## src/rtl/piso_serializer_pkg.sv

```systemverilog
// Shared types and defaults for the parallel-in/serial-out serializer.
package piso_serializer_pkg;

  typedef enum logic [1:0] {
    IDLE,
    SHIFT,
    PARITY
  } ser_state_t;

  localparam int DEFAULT_N = 8;

endpackage

```

## src/rtl/ser_bit_counter.sv

```systemverilog
// Beat counter for the serializer: synchronous clear, count enable, terminal-count flag at N-1.
module ser_bit_counter #(
  parameter  int N = 8,
  localparam int W = $clog2(N)
) (
  input  logic         clk,
  input  logic         rst,
  input  logic         clear,
  input  logic         en,
  output logic [W-1:0] count,
  output logic         tc
);

  assign tc = (count == W'(N - 1));

  // NOTE: state registers use non-blocking assignments so every flop samples pre-edge values.
  always_ff @(posedge clk or posedge rst) begin
    if (rst) begin
      count <= '0;
    end else if (clear) begin
      count <= '0;
    end else if (en && !tc) begin
      count <= count + W'(1);
    end
  end

endmodule

```

## src/rtl/piso_serializer.sv

```systemverilog
// Framed PISO stage with valid/ready on both sides; back-to-back frames need no bubble.
// Define PISO_SERIALIZER_PARITY_EN to append an even-parity beat to every frame.
module piso_serializer
  import piso_serializer_pkg::*;
#(
  parameter int N         = DEFAULT_N,
  parameter int MSB_FIRST = 1
) (
  input  logic         clk,
  input  logic         rst,
  input  logic         load_valid,
  output logic         load_ready,
  input  logic [N-1:0] load_data,
  output logic         ser_valid,
  input  logic         ser_ready,
  output logic         ser_out,
  output logic         ser_last,
  output logic         busy
);

  localparam int CW = $clog2(N);

  ser_state_t    state, next_state;
  logic [N-1:0]  shift_reg;
  logic [CW-1:0] bit_cnt;
  logic          bit_tc;
  logic          beat_xfer;
  logic          load_fire;
  logic          final_beat_xfer;
  logic          data_bit;
  logic          shift_xfer;

  assign ser_valid       = (state != IDLE);
  assign busy            = ser_valid;
  assign beat_xfer       = ser_valid & ser_ready;
  assign shift_xfer      = (state == SHIFT) & beat_xfer;
  assign final_beat_xfer = beat_xfer & ser_last;
  assign load_ready      = (state == IDLE) | final_beat_xfer;
  assign load_fire       = load_valid & load_ready;
  assign data_bit        = (MSB_FIRST != 0) ? shift_reg[N-1] : shift_reg[0];

`ifdef PISO_SERIALIZER_PARITY_EN
  logic parity_bit;

  always_ff @(posedge clk or posedge rst) begin
    if (rst) begin
      parity_bit <= 1'b0;
    end else if (load_fire) begin
      parity_bit <= ^load_data;
    end
  end

  assign ser_out  = (state == PARITY) ? parity_bit : ((state == SHIFT) & data_bit);
  assign ser_last = (state == PARITY);
`else
  assign ser_out  = (state == SHIFT) & data_bit;
  assign ser_last = (state == SHIFT) & bit_tc;
`endif

  // Counter restarts on every load and after the last data beat, so it never wraps.
  ser_bit_counter #(.N(N)) u_bit_counter (
    .clk   (clk),
    .rst   (rst),
    .clear (load_fire | (shift_xfer & bit_tc)),
    .en    (shift_xfer),
    .count (bit_cnt),
    .tc    (bit_tc)
  );

  always_ff @(posedge clk or posedge rst) begin
    if (rst) begin
      shift_reg <= '0;
    end else if (load_fire) begin
      shift_reg <= load_data;
    end else if (shift_xfer) begin
      shift_reg <= (MSB_FIRST != 0) ? {shift_reg[N-2:0], 1'b0} : {1'b0, shift_reg[N-1:1]};
    end
  end

  always_ff @(posedge clk or posedge rst) begin
    if (rst) begin
      state <= IDLE;
    end else begin
      state <= next_state;
    end
  end

  // NOTE: next_state gets its default before the case so no path can infer a latch.
  always_comb begin
    next_state = state;
    case (state)
      IDLE: begin
        if (load_fire) next_state = SHIFT;
      end
      SHIFT: begin
        if (shift_xfer && bit_tc) begin
`ifdef PISO_SERIALIZER_PARITY_EN
          next_state = PARITY;
`else
          next_state = load_fire ? SHIFT : IDLE;
`endif
        end
      end
`ifdef PISO_SERIALIZER_PARITY_EN
      PARITY: begin
        if (beat_xfer) next_state = load_fire ? SHIFT : IDLE;
      end
`endif
      default: next_state = IDLE;
    endcase
  end

  bit_cnt_in_range: assert property (@(posedge clk) disable iff (rst) bit_cnt <= CW'(N - 1));

endmodule

```

## config.mk

```make
export PLATFORM = sky130hd
export DESIGN_NAME = piso_serializer
export DESIGN_NICKNAME = d
export VERILOG_FILES = /design/src/rtl/piso_serializer_pkg.sv /design/src/rtl/ser_bit_counter.sv /design/src/rtl/piso_serializer.sv
export SDC_FILE = /design/constraint.sdc
export NUM_CORES = 1
export LEC_CHECK = 0
export BUFFER_PORTS_ARGS = -buffer_cell sky130_fd_sc_hd__buf_4
export CAP_MARGIN = 0
export CORE_MARGIN = 10
export CORE_UTILIZATION = 55
export CTS_CLUSTER_DIAMETER = 100
export DETAILED_ROUTE_END_ITERATION = 10
export PLACE_DENSITY = 0.79
export SYNTH_ARGS = -nofsm -noshare
export SYNTH_HDL_FRONTEND = slang
export SYNTH_SLANG_ARGS = --single-unit
```

## constraint.sdc

```tcl
create_clock -name clk -period 2.64 [get_ports clk]
set_input_delay 0.528 -clock clk [delete_from_list [all_inputs] [get_ports clk]]
set_output_delay 0.528 -clock clk [all_outputs]
set_load 0.005 [all_outputs]
```

==> metrics.yaml, run 1 <==
status:
  outcome: "complete, no violations"
sta:
  postLayoutSetupSlackWorst_ns: 0.634
  finalSetupViolations: 0
  fmax_ghz: 0.498
  slew_headroom: 0.598
  whs_ns: 0.247
  hold_viol_final: 0
  post-route-min-period_ns: 2.01
  fin_setup_tns_ns: 0
  rsz0062_at_grt: "false"
  worst_clock_skew_ns: 0.00468
  final_max_slew_viol_count: 0
  fin_crit_sh: 0.760
  worst_pin_slew_ns: 0.604
route:
  vias: 581
  avgRoutedWirePerCell_um: 15.3
  ant_nets: 0
  via_per_inst: 5.75
  first_pass_iters: 4
  wl_um: 1550
  first_iter_violations: 9
  drc_errors: 0
job:
  drv_cap: 0
logic_synthesis:
  syn-mean-instance-area_um2: 10.7
  ys_ff_latch: 12
  yosysTopAreaCell: "dfrtp_1"
  yosys_warnings: 0
  synthTopCellsByArea: "dfrtp_1 (39%), mux2i_1 (11%), mux2_4 (5.9%)"
  synth_cell_types: 23
  seq_area_frac_synth: 0.395
  synth_top_area_share: 0.395
  synthesis.instances: 71
  synthesis.area_um2: 761
  syn_nets: 85
worst_setup_path:
  worst_path_max_delay_cell: "dfrtp_1"
  crit_path_cell_trace: "ha_1 > ha_1 > nand2_1 > nand2_2 > buf_4"
  critPathCaptureType: "output port"
  arrival_ns: 1.48
  crit_fanout: 5
  cpPeakStageDelay_ns: 0.41
  path_class: "flip-flop to output port"
  cp_common_cell: "ha_1"
  cp.required_ns: 2.11
  cp-start-kind: "flip-flop"
clock_network:
  post_cts_resized: 0
  cts.sinks: 12
  cts_tree: "yes"
  hold_buffers: 0
  cts.clk_slew.worst_paths_ns: 0.08
  post_cts_buffers: 0
  htree_levels: 1
  cts-buffers-inserted: 3
  clockRootBuffer: "clkbuf_4"
  clk_latency_ns: 0.28
  clockBufferDepth: 2
global_route:
  grt_pass1_wl_um: 2550
  grt_antenna_before_repair: 0
  grt_max_degree: 23
  grtUsageTotal: 0.0970
  overflow: 0
  grt_pass1_vias: 603
placed_design:
  dp_hpwl_um: 1160
  dp_slack_ns: 0.945
  portBuffers: 16
  gp_congestion: 0.838
power_and_ir_drop:
  power_per_cell_area_nw_per_um2: 752
  ir_drop_mv: 0.425
  p_leak_nw: 0.471
cells_and_area:
  synthToLayoutAreaGrowth_pct: 16.6
  multi_input_area_um2: 404
  largest_reg_flops: 8
  drive_above_1_share: 0.302
  fillers: 109
  mostFrequentLayoutCell: "buf_4"
  fin_nets: 101
  ff_latch_area_um2: 300
  most-common-layout-cells: "buf_4 (16), dfrtp_1 (12), mux2i_1 (8)"
  n_antenna_cell: 0
floorplanning:
  core_um2: 1300
  fp.dieW_um: 57.2
  row_count: 13
  ioPinCount: 17
  start_util: 0.585
  die_h_um: 57.2
  dieArea_um2: 3270
worst_hold_path:
  hold_path_class: "primary input to asynchronous set/reset pin"
[cells by family (layout without fill, tap and decap cells)]
group                      after synthesis  in the layout  share of synthesized area
adders and majority gates                2              2                     0.0329
muxes                                   11             11                      0.164
DFF                                     12             12                      0.395
and+or+nand+nor                         19             19                      0.166
buffers and inverters                    7             22                     0.0740
AOI/OAI and AO/OA                       20             20                      0.168
[worst paths after layout]
| path | from | endpoint | depth (start not counted) | slack [ns] |
|---|---|---|---|---|
| worst max-delay path | u_bit_counter.count[0] | load_ready | 5 | 0.63 |
| worst min register to register | shift_reg[0] | shift_reg[0] | 1 | 0.50 |
| max in group asynchronous | rst | u_bit_counter.count[0] | 2 | 2.08 |
| worst max register to register | state[0] | u_bit_counter.count[2] | 3 | 1.16 |
| worst min-delay path | rst | shift_reg[1] | 2 | 0.25 |
| min in group clk | load_data[0] | shift_reg[0] | 2 | 0.50 |
[stage by stage]
stage                util  cells  area (µm²)  power, W
floorplan               -     71         761  0.000457
global placement    0.654     97         851  0.000515
detailed placement  0.654     97         851  0.000524
CTS                 0.682    101         887  0.000675
global route        0.682    101         887  0.000717
finish              0.682    101         887  0.000667
[synth_stat cells]
cell,instances
a21boi_1,1
a21oi_1,7
a22o_1,2
a32o_1,1
and2_1,2
buf_4,2
buf_6,3
dfrtp_1,12
ha_1,2
inv_1,2
mux2_4,3
mux2i_1,8
nand2_1,2
nand2_2,1
nand2_4,1
nand2b_1,5
nand2b_2,1
nand3b_1,1
nor2_1,1
o21ai_1,1
o22ai_1,7
o2bb2ai_1,1
or2b_1,5
[per-layer routing]
metal / GRT usage / routed length (µm)
met5: 0 / 0
met2: 0.157 / 729
met1: 0.110 / 702
met4: 0.0503 / 38
met3: 0.0332 / 77
[power by group]
part           switching [W]  internal, W
logic              0.0000998     0.000137
clock network      0.0000638    0.0000840
registers          0.0000420     0.000240
[worst max-delay path, delay by kind of cell (launching register included)]
| family | cells | cell delay [ns] |
|---|---|---|
| fa+ha+maj | 2 | 0.46 |
| simple gates | 2 | 0.17 |
| buf+inv | 1 | 0.17 |
| flops | 1 | 0.41 |
[layout make-up]
type                            count  area share
Clock buffer                        4      0.0409
Inverter                            2     0.00846
Sequential cell                    12       0.339
Tap cell                           15      0.0212
Multi-Input combinational cell     52       0.456
Timing Repair Buffer               16       0.135
No activity file was read; power rests on OpenSTA's default activity.
==> run 2: changes to the inputs <==
--- a/config.mk
+++ b/config.mk
@@ -8,10 +8,10 @@
 export BUFFER_PORTS_ARGS = -buffer_cell sky130_fd_sc_hd__buf_4
 export CAP_MARGIN = 0
 export CORE_MARGIN = 10
-export CORE_UTILIZATION = 55
+export CORE_UTILIZATION = 46
 export CTS_CLUSTER_DIAMETER = 100
 export DETAILED_ROUTE_END_ITERATION = 10
-export PLACE_DENSITY = 0.79
+export PLACE_DENSITY = 0.7
 export SYNTH_ARGS = -nofsm -noshare
 export SYNTH_HDL_FRONTEND = slang
 export SYNTH_SLANG_ARGS = --single-unit
==> constraint.sdc (replaced) <==
create_clock -name clk -period 1.6 [get_ports clk]
set_input_delay 0.32 -clock clk [delete_from_list [all_inputs] [get_ports clk]]
set_output_delay 0.32 -clock clk [all_outputs]
set_load 0.005 [all_outputs]
==> run 2 against run 1 <==
Against the previous run: the run now ends with setup timing left; final cell count is 8.9% higher; clock power is 60% higher; register-to-register slack worse by 0.93 ns; critical path depth is 1 lower; worst hold slack worse by 0.20 ns; largest power group is now combinational cells.
==> metrics.yaml, run 2 (synthesized netlist as in run 1, its figures left out) <==
route:
  first_pass_iters: 4
  wl_um: 1650
  avgRoutedWirePerCell_um: 15.0
  first_iter_violations: 10
  drc_errors: 0
  vias: 614
  ant_nets: 0
  via_per_inst: 5.58
global_route:
  grtUsageTotal: 0.0884
  grt_antenna_before_repair: 0
  grt_pass1_vias: 573
  grt_max_degree: 16
  overflow: 0
  grt_pass1_wl_um: 2500
cells_and_area:
  fillers: 129
  drive_above_1_share: 0.404
  layout.cells.non_filler: 110
  fin_nets: 109
  most-common-layout-cells: "buf_4 (22), dfrtp_1 (12), mux2i_1 (8)"
  largest_reg_flops: 8
  n_antenna_cell: 0
  final_cell_area_um2: 976
  mostFrequentLayoutCell: "buf_4"
  synthToLayoutAreaGrowth_pct: 28.3
sta:
  fin_setup_tns_ns: -0.00366
  whs_ns: 0.0514
  post-route-min-period_ns: 1.60
  final_max_slew_viol_count: 0
  slew_headroom: 0.697
  worst_clock_skew_ns: 0.00133
  fmax_ghz: 0.624
  worst_pin_slew_ns: 0.454
  fin_crit_sh: 1.00
  hold_viol_final: 0
  rsz0062_at_grt: "true"
  postLayoutSetupSlackWorst_ns: -0.00366
  finalSetupViolations: 1
worst_setup_path:
  worst_path_max_delay_cell: "dfrtp_1"
  crit_path_cell_trace: "ha_2 > ha_4 > and2_4 > buf_6"
  ff2ff_path_depth: 6
  cp.required_ns: 1.28
  r2r_end: "shift_reg[0]"
  cpPeakStageDelay_ns: 0.40
  critPathCaptureType: "output port"
  r2r_start: "u_bit_counter.count[1]"
  reg2reg_slack_ns: 0.23
  crit_fanout: 5
  path_buf_inv: 1
  path_class: "flip-flop to output port"
  arrival_ns: 1.28
  cp_top_family: "flip-flops"
  cp-start-kind: "flip-flop"
clock_network:
  cts.sinks: 12
  clockBufferDepth: 2
  clockRootBuffer: "clkbuf_4"
  clk_latency_ns: 0.27
  cts-buffers-inserted: 3
  hold_buffers: 0
  cts_tree: "yes"
  htree_levels: 1
  cts.clk_slew.worst_paths_ns: 0.07
worst_hold_path:
  hold_path_class: "primary input to asynchronous set/reset pin"
status:
  outcome: "finished with violations"
  violations: "setup timing"
floorplanning:
  row_count: 14
  core_um2: 1540
  dieArea_um2: 3680
  ioPinCount: 17
  fp.dieW_um: 60.7
  die_h_um: 60.7
  start_util: 0.494
placed_design:
  gp_congestion: 0.757
  dp_hpwl_um: 1160
  dp.cells: 101
  portBuffers: 16
  place_area_um2: 875
job:
  drv_cap: 0
power_and_ir_drop:
  power.total_w: 0.00120
  power_per_cell_area_nw_per_um2: 1230
  p_leak_nw: 0.509
  ir_drop_mv: 0.637
## run 2: cell types whose count changed in the layout (fill, tap and decap cells not counted)
| cell | delta |
|---|---|
| ha_1 | -2 |
| and2_1 | -1 |
| ha_2 | +1 |
| ha_4 | +1 |
| nand2_2 | +1 |
| and2_4 | +1 |
| nand2_1 | -1 |
| buf_6 | +2 |
| buf_4 | +6 |
## run 2: timing repair
action,in CTS,in global routing
gates resized for setup,7,0
setup endpoints to repair,2,2
setup buffers,2,3
pin swaps,2,1
## run 2: stage by stage
stage / util / worst slack, ns
floorplan: - / 0.276
global placement: 0.567 / 0.156
detailed placement: 0.567 / 0.146
CTS: 0.619 / -0.00349
global route: 0.633 / -0.0355
finish: 0.633 / -0.00366
## run 2: report_power, final
group          internal [W]  switching, W
Sequential         0.000397     0.0000651
Clock              0.000138     0.0000984
Combinational      0.000303      0.000199
Total              0.000838      0.000362
## run 2: cell type report
class	instances	area [µm²]	share of cell area
tap	16	20.0	0.0205
timing repair buffer	24	188	0.192
sequential	12	300	0.308
multi-input combinational	52	424	0.435
clock buffer	4	36.3	0.0372
inverter	2	7.51	0.00769
## run 2: how the worst max path moves through the flow
stage,from,endpoint,depth (start not counted)
CTS,u_bit_counter.count[1],ser_last,4
floorplan,u_bit_counter.count[0],shift_reg[0],5
finish,u_bit_counter.count[1],ser_last,4
global route,u_bit_counter.count[1],ser_last,4
global placement,u_bit_counter.count[0],load_ready,5
detailed placement,u_bit_counter.count[0],load_ready,5
## run 2: per-layer routing
metal  vias up  share of wire  GRT usage  routed length, µm
met5         -              0          0                  0
met4         0          0.010     0.0376                 17
met3         4          0.065     0.0355                108
met2        16           0.50      0.132                824
met1       296           0.42      0.110                702
li1        298              -          -                  -
==> run 3: changes to the inputs <==
--- a/config.mk
+++ b/config.mk
@@ -5,13 +5,15 @@
 export SDC_FILE = /design/constraint.sdc
 export NUM_CORES = 1
 export LEC_CHECK = 0
+export ABC_AREA = 1
 export BUFFER_PORTS_ARGS = -buffer_cell sky130_fd_sc_hd__buf_4
 export CAP_MARGIN = 0
 export CORE_MARGIN = 10
-export CORE_UTILIZATION = 46
+export CORE_UTILIZATION = 45
 export CTS_CLUSTER_DIAMETER = 100
 export DETAILED_ROUTE_END_ITERATION = 10
 export PLACE_DENSITY = 0.7
+export RECOVER_POWER = 100
 export SYNTH_ARGS = -nofsm -noshare
 export SYNTH_HDL_FRONTEND = slang
 export SYNTH_SLANG_ARGS = --single-unit
==> run 3 against run 2 <==
Against the previous run: the flow now finishes without violations; maximum frequency increased by 0.27%; final area is 9.1% lower; utilization rose by 2.4 points; global-route usage is 0.24 points higher; register-to-register slack got worse by 0.10 ns; non-clock buffer count decreased by 3; wire length fell by 14%; first-iteration DRC count is 70% higher; critical path depth rose by 1; area after synthesis shrank 11%.
==> metrics.yaml, run 3 <==
cells_and_area:
  drive_above_1_share: 0.304
  fillers: 124
  most-common-layout-cells: "nand2_1 (30), buf_4 (19), inv_1 (17)"
  utilization: 0.657
  final_cell_area_um2: 887
  synthToLayoutAreaGrowth_pct: 31.3
  fin_nets: 127
  mostFrequentLayoutCell: "nand2_1"
  largest_reg_flops: 8
  n_antenna_cell: 0
logic_synthesis:
  synth_cell_types: 15
  ys_ff_latch: 12
  synthesis.area_um2: 676
  netlist_top_cells_count: "nand2_1 (31), inv_1 (17), nand3_1 (15)"
  async_flop_share: 1.00
  yosys_warnings: 0
  synth.most_common_cell: "nand2_1"
  synthTopCellsByArea: "dfrtp_1 (44%), nand2_1 (17%), nand3_1 (11%)"
  seq_area_frac_synth: 0.444
  synth_ff_type: "dfrtp_1"
  yosysTopAreaCell: "dfrtp_1"
  syn-mean-instance-area_um2: 7.51
  synth_top_area_share: 0.444
  synthesis.instances: 90
  syn_nets: 104
  synth_edf_count: 0
sta:
  final_max_slew_viol_count: 0
  worst_pin_slew_ns: 0.463
  rsz0062_at_grt: "true"
  finalSetupViolations: 0
  worst_clock_skew_ns: 0.000268
  postLayoutSetupSlackWorst_ns: 0.000624
  hold_viol_final: 0
  slew_headroom: 0.691
  fin_crit_sh: 1.00
  fmax_ghz: 0.625
  post-route-min-period_ns: 1.60
worst_setup_path:
  crit_fanout: 3
  critPathCaptureType: "output port"
  cp-start-kind: "flip-flop"
  path_class: "flip-flop to output port"
  ff2ff_path_depth: 9
  crit_path_cell_trace: "ha_4 > ha_4 > nand2_2 > nand2_2 > buf_6"
  reg2reg_slack_ns: 0.13
  r2r_end: "shift_reg[7]"
  path_buf_inv: 1
  arrival_ns: 1.28
  worst_path_max_delay_cell: "dfrtp_1"
  critPathLaunch: "u_bit_counter.count[1]"
  cp.required_ns: 1.28
  cpPeakStageDelay_ns: 0.42
  cp_top_family: "flip-flops"
  r2r_start: "u_bit_counter.count[1]"
power_and_ir_drop:
  seq_power_share: 0.410
  power_switching_w: 0.000417
  clkPwrFrac: 0.198
  p_int_w: 0.000808
  ir_drop_mv: 0.747
  combPwrFrac: 0.392
  power_per_cell_area_nw_per_um2: 1380
  p_leak_nw: 0.525
  swShare: 0.341
placed_design:
  dp_hpwl_um: 1040
  dp_slack_ns: 0.129
  gp_congestion: 0.788
  portBuffers: 16
  place_area_um2: 792
global_route:
  grtUsageTotal: 0.0908
  overflow: 0
  grt_max_degree: 13
  grt_pass1_wl_um: 2500
  grt_antenna_before_repair: 0
  grt_pass1_vias: 596
floorplanning:
  start_util: 0.500
  row_count: 13
  die_h_um: 58.8
  ioPinCount: 17
  core_um2: 1350
  fp.dieW_um: 58.8
  dieArea_um2: 3450
clock_network:
  cts.clk_slew.worst_paths_ns: 0.08
  htree_levels: 1
  cts_tree: "yes"
  clk_latency_ns: 0.27
  cts-buffers-inserted: 3
  hold_buffers: 0
  clockBufferDepth: 2
  cts.sinks: 12
  clockRootBuffer: "clkbuf_4"
route:
  vias: 604
  wl_um: 1420
  first_pass_iters: 4
  drc_errors: 0
  ant_nets: 0
  avgRoutedWirePerCell_um: 11.2
  via_per_inst: 4.76
  first_iter_violations: 17
job:
  drv_cap: 0
status:
  outcome: "complete, no violations"
worst_hold_path:
  hold_path_class: "primary input to asynchronous set/reset pin"
==> run 3: cells by family (layout without fill, tap and decap cells) <==
logic type                 count (synthesis)  count (layout)  share of synthesized area
AOI/OAI and AO/OA                          3               3                     0.0389
adders and majority gates                  2               2                     0.0370
buffers and inverters                     22              44                      0.154
DFF                                       12              12                      0.444
and+or+nand+nor                           51              51                      0.326
==> run 3: final cells by class <==
| class | count | area [µm²] | share of cell area |
|---|---|---|---|
| timing repair buffer | 21 | 161 | 0.182 |
| tap | 15 | 18.8 | 0.0212 |
| sequential | 12 | 300 | 0.339 |
| multi-input combinational | 56 | 297 | 0.334 |
| inverter | 19 | 73.8 | 0.0832 |
| clock buffer | 4 | 36.3 | 0.0409 |
==> run 3: through the flow <==
| step | hold slack, ns | instances | setup TNS [ns] | power, W |
|---|---|---|---|---|
| final | 0.0537 | 127 | 0 | 0.00123 |
| after global routing | 0.0953 | 127 | -0.0893 | 0.00132 |
| after CTS | 0.0657 | 126 | 0 | 0.00119 |
| after detailed placement | 0.363 | 119 | 0 | 0.000877 |
| after global placement | 0.361 | 119 | 0 | 0.000863 |
| after floorplan | 0.185 | 90 | 0 | 0.000756 |
==> run 3: worst max path at each step <==
stage | cells past startpoint | slack (ns) | endpoint
after floorplan | 5 | 0.24 | load_ready
after detailed placement | 5 | 0.13 | load_ready
after global placement | 5 | 0.16 | load_ready
after CTS | 5 | 0.01 | load_ready
after global routing | 5 | -0.05 | load_ready
final | 5 | 0.0006 | load_ready
==> run 3: power groups by stage <==
stage / Sequential (W) / Combinational (W) / Clock [W]
2_1_floorplan: 0.000475 / 0.000281 / 0
3_3_place_gp: 0.000488 / 0.000375 / 0
3_5_place_dp: 0.000492 / 0.000385 / 0
4_1_cts: 0.000491 / 0.000450 / 0.000247
5_1_grt: 0.000513 / 0.000555 / 0.000256
6_report: 0.000503 / 0.000481 / 0.000242
==> run 3: worst register-to-register path: cells and delay by family (launching register included) <==
kind,cells,cell delay (ns)
flip-flops,1,0.42
buffers and inverters,1,0.17
AND/OR/NAND/NOR,6,0.42
adder cells (fa/ha/maj),2,0.34
==> run 3: what timing repair did <==
| action | 4_1_cts | 5_1_grt |
|---|---|---|
| endpoints found under the setup margin | 2 | 2 |
| setup buffers | 3 | 1 |
| resized for setup | 5 | 1 |
==> run 3: per-layer routing <==
layer | GRT usage | wire length (µm) | up-vias
met5 | 0 | 0 | -
met1 | 0.108 | 687 | 270
met3 | 0.0451 | 145 | 2
li1 | - | - | 313
met4 | 0.0492 | 8 | 0
met2 | 0.129 | 576 | 19
